==> config.mk <==
export PLATFORM = sky130hd
export DESIGN_NAME = load_store_unit
export DESIGN_NICKNAME = d
export VERILOG_FILES = /design/src/rtl/load_store_unit.sv
export SDC_FILE = /design/constraint.sdc
export NUM_CORES = 1
export LEC_CHECK = 0
export ABC_AREA = 1
export BUFFER_PORTS_ARGS = -buffer_cell sky130_fd_sc_hd__buf_2
export CAP_MARGIN = 20
export CORE_ASPECT_RATIO = 2
export CORE_MARGIN = 2
export CORE_UTILIZATION = 45
export CTS_CLUSTER_DIAMETER = 120
export DETAILED_ROUTE_END_ITERATION = 7
export GPL_ROUTABILITY_DRIVEN = 0
export PLACE_DENSITY = 0.77
export SLEW_MARGIN = 20
export SYNTH_ARGS = -nofsm -noshare
export SYNTH_HDL_FRONTEND = slang
export SYNTH_SLANG_ARGS = --single-unit
export TNS_END_PERCENT = 10
==> constraint.sdc <==
create_clock -name clk -period 1.9 [get_ports clk]
set_input_delay 0.19 -clock clk [delete_from_list [all_inputs] [get_ports clk]]
set_output_delay 0.19 -clock clk [all_outputs]
set_load 0.01 [all_outputs]
==> src/rtl/load_store_unit.sv <==
// Memory-access stage: issues one req/ack data-memory transaction at a time and returns
// lane-aligned, extended load data to writeback; flags misaligned, illegal and timed-out accesses.
module load_store_unit #(
  parameter int TIMEOUT_CYCLES = 255
) (
  input  logic        clk,
  input  logic        rst_n,
  input  logic        op_valid,
  output logic        op_ready,
  input  logic        op_store,
  input  logic [2:0]  op_funct3,
  input  logic [31:0] op_addr,
  input  logic [31:0] op_wdata,
  input  logic [4:0]  op_rd,
  output logic        mem_req,
  output logic        mem_we,
  output logic [31:0] mem_addr,
  output logic [3:0]  mem_be,
  output logic [31:0] mem_wdata,
  input  logic        mem_ack,
  input  logic [31:0] mem_rdata,
  output logic        wb_valid,
  output logic [4:0]  wb_rd,
  output logic [31:0] wb_data,
  output logic        lsu_err,
  output logic [1:0]  err_code,
  output logic [31:0] fault_addr
);

  typedef enum logic [1:0] {IDLE, ACCESS, RESP, ERR} state_t;

  localparam int CW = (TIMEOUT_CYCLES < 2) ? 1 : $clog2(TIMEOUT_CYCLES + 1);

  state_t        state;
  logic [CW-1:0] cnt;
  logic [2:0]    funct3_q;
  logic [1:0]    lane_q;
  logic [31:0]   addr_q;
  logic [4:0]    rd_q;

  logic          accept;
  logic          f3_legal;
  logic          misaligned;
  logic [3:0]    be_next;
  logic [31:0]   wdata_next;
  logic [31:0]   shifted;
  logic [31:0]   load_data;
  logic          to_hit;

  assign accept = op_valid & op_ready;
  assign to_hit = (TIMEOUT_CYCLES != 0) && (32'(cnt) == 32'(TIMEOUT_CYCLES - 1));

  // Request decode: legality, alignment and store lane placement.
  always_comb begin
    f3_legal   = 1'b0;
    misaligned = 1'b0;
    be_next    = 4'b1111;
    wdata_next = op_wdata;
    if (op_store)
      f3_legal = op_funct3 inside {3'b000, 3'b001, 3'b010};
    else
      f3_legal = op_funct3 inside {3'b000, 3'b001, 3'b010, 3'b100, 3'b101};
    case (op_funct3[1:0])
      2'b01:   misaligned = op_addr[0];
      2'b10:   misaligned = |op_addr[1:0];
      default: misaligned = 1'b0;
    endcase
    if (op_store) begin
      case (op_funct3[1:0])
        2'b00: begin
          be_next    = 4'b0001 << op_addr[1:0];
          wdata_next = {4{op_wdata[7:0]}};
        end
        2'b01: begin
          be_next    = 4'b0011 << {op_addr[1], 1'b0};
          wdata_next = {2{op_wdata[15:0]}};
        end
        default: ;
      endcase
    end
  end

  always_comb begin
    shifted = mem_rdata >> {lane_q, 3'b000};
    case (funct3_q)
      3'b000:  load_data = {{24{shifted[7]}}, shifted[7:0]};
      3'b001:  load_data = {{16{shifted[15]}}, shifted[15:0]};
      3'b100:  load_data = {24'h000000, shifted[7:0]};
      3'b101:  load_data = {16'h0000, shifted[15:0]};
      default: load_data = shifted;
    endcase
  end

  // Reset abandons any in-flight access; ack outside ACCESS has no effect.
  always_ff @(posedge clk or negedge rst_n) begin
    if (!rst_n) begin
      state      <= IDLE;
      cnt        <= '0;
      funct3_q   <= '0;
      lane_q     <= '0;
      addr_q     <= '0;
      rd_q       <= '0;
      op_ready   <= 1'b1;
      mem_req    <= 1'b0;
      mem_we     <= 1'b0;
      mem_addr   <= '0;
      mem_be     <= '0;
      mem_wdata  <= '0;
      wb_valid   <= 1'b0;
      wb_rd      <= '0;
      wb_data    <= '0;
      lsu_err    <= 1'b0;
      err_code   <= '0;
      fault_addr <= '0;
    end else begin
      wb_valid <= 1'b0;
      lsu_err  <= 1'b0;
      case (state)
        IDLE: begin
          if (accept) begin
            op_ready <= 1'b0;
            funct3_q <= op_funct3;
            lane_q   <= op_addr[1:0];
            addr_q   <= op_addr;
            rd_q     <= op_rd;
            if (!f3_legal || misaligned) begin
              state      <= ERR;
              lsu_err    <= 1'b1;
              err_code   <= !f3_legal ? 2'b10 : 2'b01;
              fault_addr <= op_addr;
            end else begin
              state     <= ACCESS;
              cnt       <= '0;
              mem_req   <= 1'b1;
              mem_we    <= op_store;
              mem_addr  <= {op_addr[31:2], 2'b00};
              mem_be    <= be_next;
              mem_wdata <= wdata_next;
            end
          end
        end
        ACCESS: begin
          if (mem_ack) begin
            mem_req <= 1'b0;
            if (mem_we) begin
              state    <= IDLE;
              op_ready <= 1'b1;
            end else begin
              state    <= RESP;
              wb_valid <= 1'b1;
              wb_rd    <= rd_q;
              wb_data  <= load_data;
            end
          end else if (to_hit) begin
            mem_req    <= 1'b0;
            state      <= ERR;
            lsu_err    <= 1'b1;
            err_code   <= 2'b11;
            fault_addr <= addr_q;
          end else begin
            cnt <= cnt + CW'(1);
          end
        end
        RESP, ERR: begin
          state    <= IDLE;
          op_ready <= 1'b1;
        end
        default: begin
          state    <= IDLE;
          op_ready <= 1'b1;
        end
      endcase
    end
  end

endmodule
== Word-level counts from Yosys, hierarchy flattened ==
Index checks and enable logic that the tools add are counted.
Cells by class
  add/subtract/negate cells: 1
  mux-type cells: 45
  shift-type cells: 3
  equal/unequal tests: 22
  bitwise logic cells: 3
  reduce and logical (&&, ||, !) cells: 19
Operator list (count)
  2-to-1 mux 32 bit: 5
  case mux 32 bit (2 select lines): 2
  case mux 32 bit (4 select lines): 1
  2-to-1 mux 8 bit: 4
  right shift 32 x 5 -> 32 bit: 1
  2-to-1 mux 2 bit: 9
  inequality test 2 bit, second input constant: 8
  case mux 8 bit (2 select lines): 1
  2-to-1 mux 1 bit: 15
  equality test 3 bit, second input constant: 4
  AND reduction 5 bit: 2
  AND reduction 3 bit: 3
  adder 8 x 1 -> 8 bit, second input constant: 1
  equality test 8 bit, second input constant: 1
  case mux 4 bit (2 select lines): 1
  equality test 2 bit, second input constant: 3
  equality test 3 x 1 -> 1 bit, second input constant: 2
  zero test 3 bit: 2
  case mux 1 bit (2 select lines): 3
  case mux 2 bit (3 select lines): 1
  nonzero test 5 bit: 1
  equality test 2 x 1 -> 1 bit, second input constant: 2
  zero test 2 bit: 2
  2-to-1 mux 4 bit: 1
  other kinds (15): 18
Storage, ports and cells
  bits of input ports: 109
  register bits: 194
  output and inout port bits: 144
  word-level logic and storage cells: 111

== Depth between registers and ports, before layout ==
Gate-level depths: netlist (run 1).
  depth in word-level cells: 8
  depth in mapped cells: 13
  depth with buffers taken out: 12

== Least setup slack after synthesis (run 1) ==
No wires, ideal clock.
  path type: input -> register
  from: input port op_funct3[0]
  to: register fault_addr[10]
  data required time: 1783 ps
  cell stages on the path: 13
  arrival time: 1463 ps
  slack: 320 ps
  setup time: 117 ps
  buffers on the path: 1
  cells stage by stage: inv_1 -> ha_1 -> nor2_2 -> nand2_1 -> nand2_1 -> nand2_2 -> nand2_2 -> nand2_1 -> nand2_2 -> inv_2 -> buf_2 -> nand2_1 -> nand2_1
On the way
  longest elaborated chain between the ends: 7
Ends and longest elaborated chain
  start: declaration: RTL line 11  | input logic [2:0] op_funct3,
  equality test 3 x 1 -> 1 bit, or another cell as far along: RTL line 60, 62
  nonzero test 5 bit / nonzero test 3 bit (equally long branches): RTL line 62, 60
  2-to-1 mux 1 bit: RTL line 59  | if (op_store)
  zero test 1 bit
  logical OR 1 bit *: RTL line 126  | if (!f3_legal || misaligned) begin
  inequality test 2 bit (no line) *
  AND reduction 5 bit (no line) *
  end signal: assignment: RTL line 130  | fault_addr <= op_addr;
  end signal: assignment: RTL line 159  | fault_addr <= addr_q;
  end: declaration: RTL line 27  | output logic [31:0] fault_addr
Mark *: on every way between the ends. The rest lies on a longest branch, timed or not.
A chain may end at the register's enable or synchronous reset.

== Final worst setup path (run 1) ==
  from: input port op_funct3[0]
  to: register fault_addr[17]
Same word-level chain as after synthesis.

==> run_results.csv, run 1 <==
group,metric,value,unit
global_route,grt_pass1_wl,40.0,mm
timing,finalSetupViolCount,0,
die,die_width,103,µm
routing,dr.first_iter.drc_count,316,
timing,fin_worst_skew,0.00770,ns
finish,multi_input_area,3430,µm²
timing,period_needed,1.80,ns
yosys,dominantRegCellSynth,"dfrtp_1",
finish,antenna_cells,0,
global_route,antenna_found_initial,0,
critical_path,crit_type,"input port to register",
place,placed_area,10500,µm²
timing,max_freq,556,MHz
cts,cts_tree,"done",
flow_run,maxCapViolCount,0,
finish,fill_cells,1775,
place,port_buffers,250,
yosys,synth.distinct_cells,33,
yosys,synth_edf_count,0,
timing,period_share,94.7,%
critical_path,start_kind,"input port",
yosys,avgSynthCellArea,7.82,µm²
global_route,grt.overflow.total,0,
place,placed_cells,1618,
critical_path,cpPeakStageDelay,0.57,ns
yosys,synthCells,1136,
yosys,yosys_warnings,0,
timing,finalHoldViolCount,0,
routing,dr.pass1.iters,6,
routing,drtAntennaViolNets,0,
yosys,async_reset_ff_share,100,%
finish,syn2layout_area_growth,28.9,%
die,row_count,72,
hold_path,whs_path_depth,3,
die,initial_core_util,45.9,%
critical_path,reg2reg_from,"state[1]",
hold_path,hold_class,"input port to register",
yosys,synthMostInstantiatedCell,"nand2_1",
finish,regArea,4810,µm²
cts,clockRootBuffer,"clkbuf_16",
finish,drive_gt1_share,23.6,%
cts,insertion_delay,0.43,ns
die,design.die.area,21000,µm²
critical_path,reg2reg_slack,0.14,ns
critical_path,crit_path_end_kind,"register",
cts,numCtsBuffers,17,
cts,clockBufferDepth,2,
timing,rsz0062_at_grt,"yes",
hold_path,whs_endpoint,"addr_q[17]",
yosys,synth_seq_cells,192,
critical_path,critical_path.slowest_cell,"dlygate4sd3_1",
power,power_density,1540,nW/µm²
cts,post-cts-setup-buffer-count,0,
yosys,yosysSeqAreaShare,54.1,%
run_status,status,"finished clean",
routing,drc,0,
die,num_io_pins,253,
timing,maxSlewViolCount,0,
hold_path,hp-start,"op_addr[17]",
place,post-dp-hpwl,18.0,mm
routing,routed_wl,25.2,mm
critical_path,required,2.23,ns
cts,clock-sinks,192,
finish,final_cells,1673,
critical_path,path_cells,"dlygate4sd3_1, buf_6, inv_2, ha_1, nor2_2, nand2_1, nand2_1, nand2_2, nand2_4, nand2_1, nand2_2, inv_2, buf_12, nand2_1, nand2_1",
timing,tightestPinTransition,0.732,ns
global_route,grt_pass1_vias,8326,
die,coreArea,19400,µm²
timing,maxSlewHeadroom,51.2,%
routing,routedWlPerCell,15.0,µm
power,ir_worst_vdd,0.843,mV
global_route,grt_use_total,24.6,%
cts,cts_max_level,4,
timing,tns,0,ns
yosys,synth.top_cell.area_share,53.8,%
critical_path,cp_common_cell,"nand2_1",
power,leakagePower,6.29,nW
yosys,synth_common_cells,"nand2_1 (495), dfrtp_1 (191), o21ai_0 (133)",
routing,via_count,8395,
critical_path,r2r_end,"wb_data[30]",
die,die_h,203,µm
yosys,synth_top_cell_by_area,"dfrtp_1",
finish,fin_nets,1517,
routing,vias_per_cell,5.02,
cts,cts.clk_slew.worst_paths,0.07,ns
critical_path,cp.arrival,2.13,ns
critical_path,worst_r2r_path_depth,9,
critical_path,worstPathMaxFanout,20,
finish,fin_area,11500,µm²
global_route,grt_max_degree,66,
yosys,synth_area,8890,µm²
yosys,ys_top_cells_by_area,"dfrtp_1 (54%), nand2_1 (21%), o21ai_0 (7.5%)",
area by class of cell:
class / instances / area share (%)
clock inverter: 13 / 1.62
inverter: 103 / 3.37
multi-input combinational: 784 / 29.9
timing repair buffer: 304 / 16.4
clock buffer: 18 / 3.83
tap: 259 / 2.83
sequential: 192 / 42.0
state kept, by name, indices dropped and copies added, names as in the netlist, 3 cells and up:
register    cells
addr_q         31
cnt             8
fault_addr     32
funct3_q        3
mem_addr       30
mem_be          4
mem_wdata      32
rd_q            5
wb_data        32
wb_rd           5
through the flow:
stage	utilization (%)	total power [W]	hold slack [ns]	worst slack (ns)
6_report	59.1	0.0176	0.0246	0.100
5_1_grt	59.1	0.0190	0.0251	-0.00812
4_1_cts	58.8	0.0177	0.00659	0.0230
3_5_place_dp	54.4	0.0138	0.160	0.0922
3_3_place_gp	54.4	0.0136	0.167	0.137
2_1_floorplan	-	0.0109	-0.106	0.320
cells in the final DEF, fill, tap and decap left out, types with 2 or more instances in the layout:
master,n
clkinv_2,4
buf_4,19
nand3_1,31
buf_12,9
o21ai_0,133
dlygate4sd3_1,23
nand2_2,3
inv_1,96
a21oi_1,11
nor2_2,3
clkinv_1,2
buf_6,2
conb_1,2
nand3_2,2
o22ai_1,24
nand2_4,2
a21boi_0,2
nand4_1,4
dfrtp_1,190
clkbuf_16,18
inv_2,5
o211ai_1,7
bufinv_16,4
nor2_1,33
ha_1,5
clkinv_4,2
buf_2,248
clkbuf_8,2
nand2_1,495
o21ai_1,17
kinds of logic after synthesis:
kind of cell | count (synthesis) | share of synthesized area (%)
xor gates and xnor gates | 2 | 0.197
adders and majority gates | 6 | 0.845
other | 1 | 0.0422
DFF | 192 | 54.1
AOI/OAI and AO/OA | 196 | 11.7
buffers and inverters | 161 | 7.62
and+or+nand+nor | 578 | 25.5
worst max path at each step:
stage / slack [ns] / depth (start not counted) / start / end
after floorplan: 0.32 / 13 / op_funct3[0] / fault_addr[10]
after global placement: 0.14 / 9 / op_ready / cnt[1]
after detailed placement: 0.09 / 13 / op_funct3[1] / mem_wdata[7]
after CTS: 0.02 / 14 / op_funct3[0] / mem_addr[12]
after global routing: -0.008 / 15 / op_funct3[0] / fault_addr[14]
final: 0.1 / 15 / op_funct3[0] / fault_addr[17]
critical path, delay by kind of cell:
kind                     cells  cell delay [ns]
adder cells (fa/ha/maj)      1             0.22
buffers and inverters        5             0.95
AND/OR/NAND/NOR              9             0.75
what timing repair did:
item | in CTS | in global routing
hold endpoints to repair | 69 | 0
setup endpoints to repair | 0 | 113
resized for setup | 0 | 11
hold buffers | 23 | 0
power by group:
group | switching [W] | internal, W | leakage [nW] | total [W]
sequential | 0.00103 | 0.00593 | 2.40 | 0.00696
clock | 0.00155 | 0.00224 | 0.308 | 0.00378
combinational | 0.00425 | 0.00262 | 3.58 | 0.00687
routing by layer:
layer / track usage, % / routed length, µm / vias up
li1: - / - / 4086
met1: 27.2 / 9410 / 3926
met2: 41.9 / 13000 / 312
met3: 5.82 / 1440 / 71
met4: 14.0 / 1260 / 0
met5: 0 / 0 / -
(Power assumes the default switching activity.)
==> run 2, diff against run 1 <==
--- a/config.mk
+++ b/config.mk
@@ -5,7 +5,6 @@
 export SDC_FILE = /design/constraint.sdc
 export NUM_CORES = 1
 export LEC_CHECK = 0
-export ABC_AREA = 1
 export BUFFER_PORTS_ARGS = -buffer_cell sky130_fd_sc_hd__buf_2
 export CAP_MARGIN = 20
 export CORE_ASPECT_RATIO = 2
==> run 2 against run 1 <==
  * The run now ends with setup timing left
  * Clock power is 6.3% lower
  * Global-route usage is 0.89 points lower
  * Non-clock buffer count is 32 higher
  * Sequential cell count stayed put
  * Highest routed layer is now met5
==> run_results.csv, run 2 <==
group,metric,value,unit
critical_path,cp_top_family,"simple AND/OR/NAND/NOR gates",
flow_run,maxCapViolCount,0,
critical_path,crit_type,"register to register",
routing,vias_per_cell,5.29,
hold_path,whs_path_depth,3,
timing,tightestPinTransition,0.608,ns
finish,final_cells,1361,
yosys,synth_edf_count,0,
die,die_width,104,µm
place,placed_cells,1293,
yosys,synthCells,785,
critical_path,crit_path_end_kind,"register",
routing,dr.pass1.iters,4,
yosys,synth_area,8920,µm²
global_route,grt_pass1_wl,39.3,mm
cts,cts.clk_slew.worst_paths,0.07,ns
die,num_io_pins,253,
power,ir_worst_vdd,0.603,mV
critical_path,start_kind,"register",
global_route,grt_use_total,23.7,%
cts,cts_max_level,4,
critical_path,path_cells,"or3b_4, nor3_4, a211oi_2, bufinv_8, buf_12, mux2_2",
global_route,antenna_found_initial,1,
yosys,ys_top_cells_by_area,"dfrtp_1 (54%), mux2_2 (9.7%), nand2_1 (6.0%)",
global_route,grt_max_degree,67,
cts,clockRootBuffer,"clkbuf_16",
die,die_h,203,µm
power,leakagePower,6.32,nW
yosys,synth_seq_cells,192,
run_status,status,"complete, but fails checks",
cts,clockBufferDepth,2,
finish,fill_cells,1540,
cts,numCtsBuffers,17,
yosys,yosys_warnings,0,
die,row_count,72,
power,power,0.00818,W
cts,insertion_delay,0.44,ns
yosys,synth_common_cells,"dfrtp_1 (191), nand2_1 (143), mux2_2 (77)",
hold_path,hold_class,"input port to register",
die,design.die.area,21000,µm²
timing,period_needed,1.91,ns
global_route,grt_pass1_vias,7481,
critical_path,worst_r2r_path_depth,6,
yosys,synth_top_cell_by_area,"dfrtp_1",
yosys,async_reset_ff_share,100,%
timing,rsz0062_at_grt,"yes",
yosys,avgSynthCellArea,11.4,µm²
finish,layout_common_cells,"buf_2 (249), dfrtp_1 (191), nand2_1 (143), mux2_2 (77), o21ai_0 (65)",
cts,clock-sinks,192,
place,port_buffers,250,
routing,routedWlPerCell,18.3,µm
routing,via_count,7200,
timing,finalSetupViolCount,5,
critical_path,timing.critical_path.buf_inv,2,
timing,maxSlewViolCount,0,
critical_path,required,2.22,ns
critical_path,critical_path.slowest_cell,"or3b_4",
timing,setup_slack,-0.0134,ns
yosys,synthMostInstantiatedCell,"dfrtp_1",
power,power_density,692,nW/µm²
critical_path,worstPathMaxFanout,12,
timing,max_freq,523,MHz
routing,drtAntennaViolNets,0,
cts,cts_tree,"done",
yosys,synth.top_cell.area_share,53.6,%
routing,drc,0,
yosys,dominantRegCellSynth,"dfrtp_1",
finish,syn2layout_area_growth,32.3,%
timing,maxSlewHeadroom,59.5,%
critical_path,crit_cells,6,
die,initial_core_util,46.1,%
timing,period_share,101,%
routing,dr.first_iter.drc_count,354,
yosys,synth.distinct_cells,59,
timing,finalHoldViolCount,0,
global_route,grt.overflow.total,0,
finish,fin_nets,1203,
die,coreArea,19400,µm²
finish,mostFrequentLayoutCell,"buf_2",
critical_path,cp.arrival,2.23,ns
critical_path,cpPeakStageDelay,0.43,ns
finish,drive_gt1_share,42.1,%
yosys,yosysSeqAreaShare,53.8,%
finish,top_regs,"fault_addr x32, mem_wdata x32, wb_data x32",
place,post-dp-hpwl,18.0,mm
routing,routed_wl,24.9,mm
run_status,violations,"setup timing",
timing,fin_worst_skew,0.0129,ns
run 2: cell count changes in the layout (fill, tap and decap cells not counted), sizes merged, moves of 18 or more:
| cell | previous run | this run |
|---|---|---|
| o22ai | 24 | 1 |
| buf | 279 | 302 |
| nand3 | 33 | 15 |
| nand2 | 500 | 143 |
| o21ai | 151 | 70 |
| inv | 103 | 16 |
| mux2 | 0 | 127 |
run 2: logic make-up after synthesis:
kind of cell	share of synthesized area, %
and+or+nand+nor	11.9
other	0.0420
buffers and inverters	3.91
muxes	19.2
AOI/OAI and AO/OA	10.2
adders and majority gates	0.841
DFF	53.8
run 2: worst paths after layout:
| path | startpoint | endpoint | slack (ns) |
|---|---|---|---|
| worst min register to register | addr_q[9] | addr_q[9] | 0.47 |
| worst max register to register | state[1] | fault_addr[15] | -0.01 |
| worst min-delay path | op_addr[2] | addr_q[2] | 0.008 |
| worst max-delay path | state[1] | fault_addr[15] | -0.01 |
| max in group asynchronous | rst_n | mem_wdata[27] | 0.97 |
| min in group asynchronous | rst_n | mem_wdata[12] | 0.31 |
run 2: per-layer routing:
metal / global-route usage (%) / vias to the layer above / routed length, µm
li1: - / 3344 / -
met1: 26.3 / 3539 / 9320
met2: 43.4 / 261 / 13300
met3: 4.51 / 54 / 1220
met4: 11.4 / 2 / 1000
met5: 0 / - / 13
run 2: area by class of cell:
| type | instances | area [µm²] | share of cell area (%) |
|---|---|---|---|
| inverter | 10 | 71.3 | 0.604 |
| clock buffer | 20 | 457 | 3.87 |
| sequential | 192 | 4810 | 40.7 |
| timing repair buffer | 336 | 2180 | 18.5 |
| antenna | 1 | 2.50 | 0.0212 |
| tap | 259 | 324 | 2.74 |
| multi-input combinational | 531 | 3850 | 32.6 |
| clock inverter | 12 | 121 | 1.03 |
run 2: what timing repair did:
| item | 4_1_cts | 5_1_grt |
|---|---|---|
| gates resized for setup | 5 | 7 |
| pin swaps | 1 | 0 |
| setup endpoints to repair | 49 | 64 |
| endpoints found under the hold margin | 106 | 0 |
| setup buffers | 2 | 0 |
| hold buffers | 33 | 0 |
run 2: power by group:
| part | internal (W) | switching (W) | leakage, nW |
|---|---|---|---|
| clock | 0.00191 | 0.00163 | 0.288 |
| combinational | 0.000249 | 0.000298 | 3.36 |
| sequential | 0.00408 | 0 | 2.66 |
run 2: worst min-delay path: stages:
cell and delay, ns:
buf_2 0.10, nand2_1 0.05, nand2_1 0.07
run 2: per-stage QoR:
stage               utilization (%)  worst slack [ns]  instance area [µm²]  TNS (ns)  hold slack [ns]
floorplan                         -           -0.0597                 8990     -2.65           -0.106
CTS                            60.9           -0.0176                11800   -0.0957        0.0000317
finish                         61.0           -0.0134                11800   -0.0453          0.00783
detailed placement             55.9            -0.402                10800    -26.13            0.235
global placement               55.9            -0.359                10800    -23.17            0.235
global route                   61.0           -0.0536                11800     -1.28           0.0141
==> run 3, diff against run 2 <==
--- a/config.mk
+++ b/config.mk
@@ -13,7 +13,7 @@
 export CTS_CLUSTER_DIAMETER = 120
 export DETAILED_ROUTE_END_ITERATION = 7
 export GPL_ROUTABILITY_DRIVEN = 0
-export PLACE_DENSITY = 0.77
+export PLACE_DENSITY = 0.71
 export SLEW_MARGIN = 20
 export SYNTH_ARGS = -nofsm -noshare
 export SYNTH_HDL_FRONTEND = slang
==> run 3 against run 2 <==
  * The run now ends clean
  * Critical path type unchanged
  * Critical endpoint is now fault_addr[10]
  * Largest power group unchanged
  * Hold slack better by 0.021 ns
  * Global-route usage rose by 1.2 points
  * Sequential share of layout area shrank 0.77 points
==> run_results.csv, run 3 (synthesized netlist as in run 2, its figures left out) <==
group,metric,value,unit
run_status,status,"finished clean",
place,port_buffers,250,
critical_path,cp_top_family,"flip-flops",
critical_path,cp.arrival,2.22,ns
routing,vias_per_cell,5.32,
finish,syn2layout_area_growth,34.9,%
timing,finalHoldViolCount,0,
global_route,met1_usage,26.4,%
critical_path,worstPathMaxFanout,8,
timing,maxSlewHeadroom,64.4,%
finish,layout_common_cells,"buf_2 (249), dfrtp_1 (191), nand2_1 (143), mux2_2 (76), o21ai_0 (61)",
power,p_switching,0.00194,W
critical_path,crit_type,"register to register",
hold_path,hold_class,"input port to register",
die,initial_core_util,46.1,%
place,pre_cts_ws,-0.396,ns
cts,cts_tree,"done",
die,die_h,203,µm
power,combPwrFrac,6.8,%
timing,setup_slack,0.00598,ns
power,p_clk_share,44.1,%
finish,fin_nets,1225,
finish,fin_area,12000,µm²
power,p_sw_share,23.4,%
cts,cts.clk_slew.worst_paths,0.07,ns
finish,drive_gt1_share,44.3,%
global_route,antenna_found_initial,1,
cts,clock-sinks,192,
power,ir_worst_vdd,0.588,mV
die,num_io_pins,253,
timing,hold_ws,0.0292,ns
timing,period_share,99.7,%
critical_path,cpPeakStageDelay,0.53,ns
die,die_width,104,µm
place,placed_area,10900,µm²
timing,period_needed,1.89,ns
timing,rsz0062_at_grt,"yes",
power,leakagePower,6.45,nW
routing,via_count,7357,
critical_path,critical_path.slowest_cell,"dfstp_2",
cts,numCtsBuffers,17,
global_route,grt_use_met2,45.1,%
cts,cts_max_level,4,
flow_run,maxCapViolCount,0,
cts,clockBufferDepth,2,
global_route,grt_use_total,24.9,%
global_route,grt_pass1_vias,7627,
die,design.die.area,21000,µm²
critical_path,reg2reg_slack,0.006,ns
global_route,grt_most_used_layer,"met2",
routing,dr.first_iter.drc_count,414,
timing,tightestPinTransition,0.534,ns
routing,drc,0,
die,row_count,72,
critical_path,crit_path_end_kind,"register",
die,coreArea,19400,µm²
routing,routedWlPerCell,18.8,µm
finish,top_regs,"fault_addr x32, mem_wdata x32, wb_data x32",
global_route,grtUsageMet3,6.01,%
cts,insertion_delay,0.44,ns
power,power_density,691,nW/µm²
routing,routed_wl,26.0,mm
finish,final_cells,1383,
global_route,grt.overflow.total,0,
timing,tns,0,ns
critical_path,timing.critical_path.buf_inv,3,
finish,mostFrequentLayoutCell,"buf_2",
global_route,grt_pass1_wl,40.6,mm
routing,dr.pass1.iters,6,
cts,clockRootBuffer,"clkbuf_16",
power,p_int,0.00638,W
critical_path,start_kind,"register",
timing,maxSlewViolCount,0,
routing,drtAntennaViolNets,0,
place,post-dp-hpwl,18.7,mm
timing,max_freq,528,MHz
critical_path,required,2.23,ns
global_route,grt_max_degree,53,
timing,finalSetupViolCount,0,
critical_path,path_cells,"buf_4, nand4bb_4, a31oi_4, a211oi_4, bufinv_8, buf_12, mux2_4",
power,seqPwrFrac,49.1,%
place,placed_cells,1305,
timing,fin_worst_skew,0.00762,ns
## run 3: changes by cell type in the layout (fill, tap and decap cells not counted), moves of 3 or more
cell           change
mux2_4            +12
o21ai_0            -4
clkinvlp_4         +4
dlygate4sd3_1      +3
mux2_1            -11
buf_4             +21
buf_12             -5
## run 3: worst paths after layout
check                                 end  cells after the start   startpoint
max                        fault_addr[10]                      7     op_ready
min                          mem_wdata[5]                      2  op_wdata[5]
max reg2reg                fault_addr[10]                      7     op_ready
min reg2reg                       rd_q[4]                      2      rd_q[4]
max in group asynchronous        op_ready                      3        rst_n
min in group asynchronous   mem_wdata[24]                      2        rst_n
## run 3: through the flow
| step | power, W | util, % |
|---|---|---|
| floorplan | 0.00433 | - |
| global placement | 0.00465 | 56.1 |
| detailed placement | 0.00466 | 56.1 |
| CTS | 0.00840 | 61.6 |
| global route | 0.00861 | 62.1 |
| finish | 0.00832 | 62.1 |
## run 3: power by group through the flow
stage	logic (W)	registers (W)	clock network, W
3_5_place_dp	0.000498	0.00416	0
4_1_cts	0.000561	0.00408	0.00376
3_3_place_gp	0.000491	0.00416	0
2_1_floorplan	0.000164	0.00416	0
6_report	0.000563	0.00408	0.00367
5_1_grt	0.000620	0.00408	0.00390
## run 3: layer usage
layer | wire length [µm] | share of wire [%]
met5 | 0 | 0
met2 | 13700 | 53
met3 | 1360 | 5.2
met4 | 1440 | 5.6
met1 | 9420 | 36
## run 3: layout make-up
type	count	area (µm²)
clock inverter	12	145
clock buffer	20	457
fill	1622	7330
timing repair buffer	357	2300
multi-input combinational	531	3920
timing repair inverter	1	8.76
tap	259	324
inverter	10	71.3
sequential	192	4810
antenna	1	2.50
## run 3: repair_timing
item	in CTS	in global routing
setup endpoints to repair	48	60
pin swaps	6	1
hold endpoints to repair	98	0
setup buffers	6	1
cloned	1	1
hold buffers	36	0
resized for setup	10	25
## run 3: worst reg2reg max path: stages, from the launching register on
cell and delay, ns:
dfstp_2 0.53, buf_4 0.14, nand4bb_4 0.14, a31oi_4 0.21, a211oi_4 0.07, bufinv_8 0.24, buf_12 0.15, mux2_4 0.31
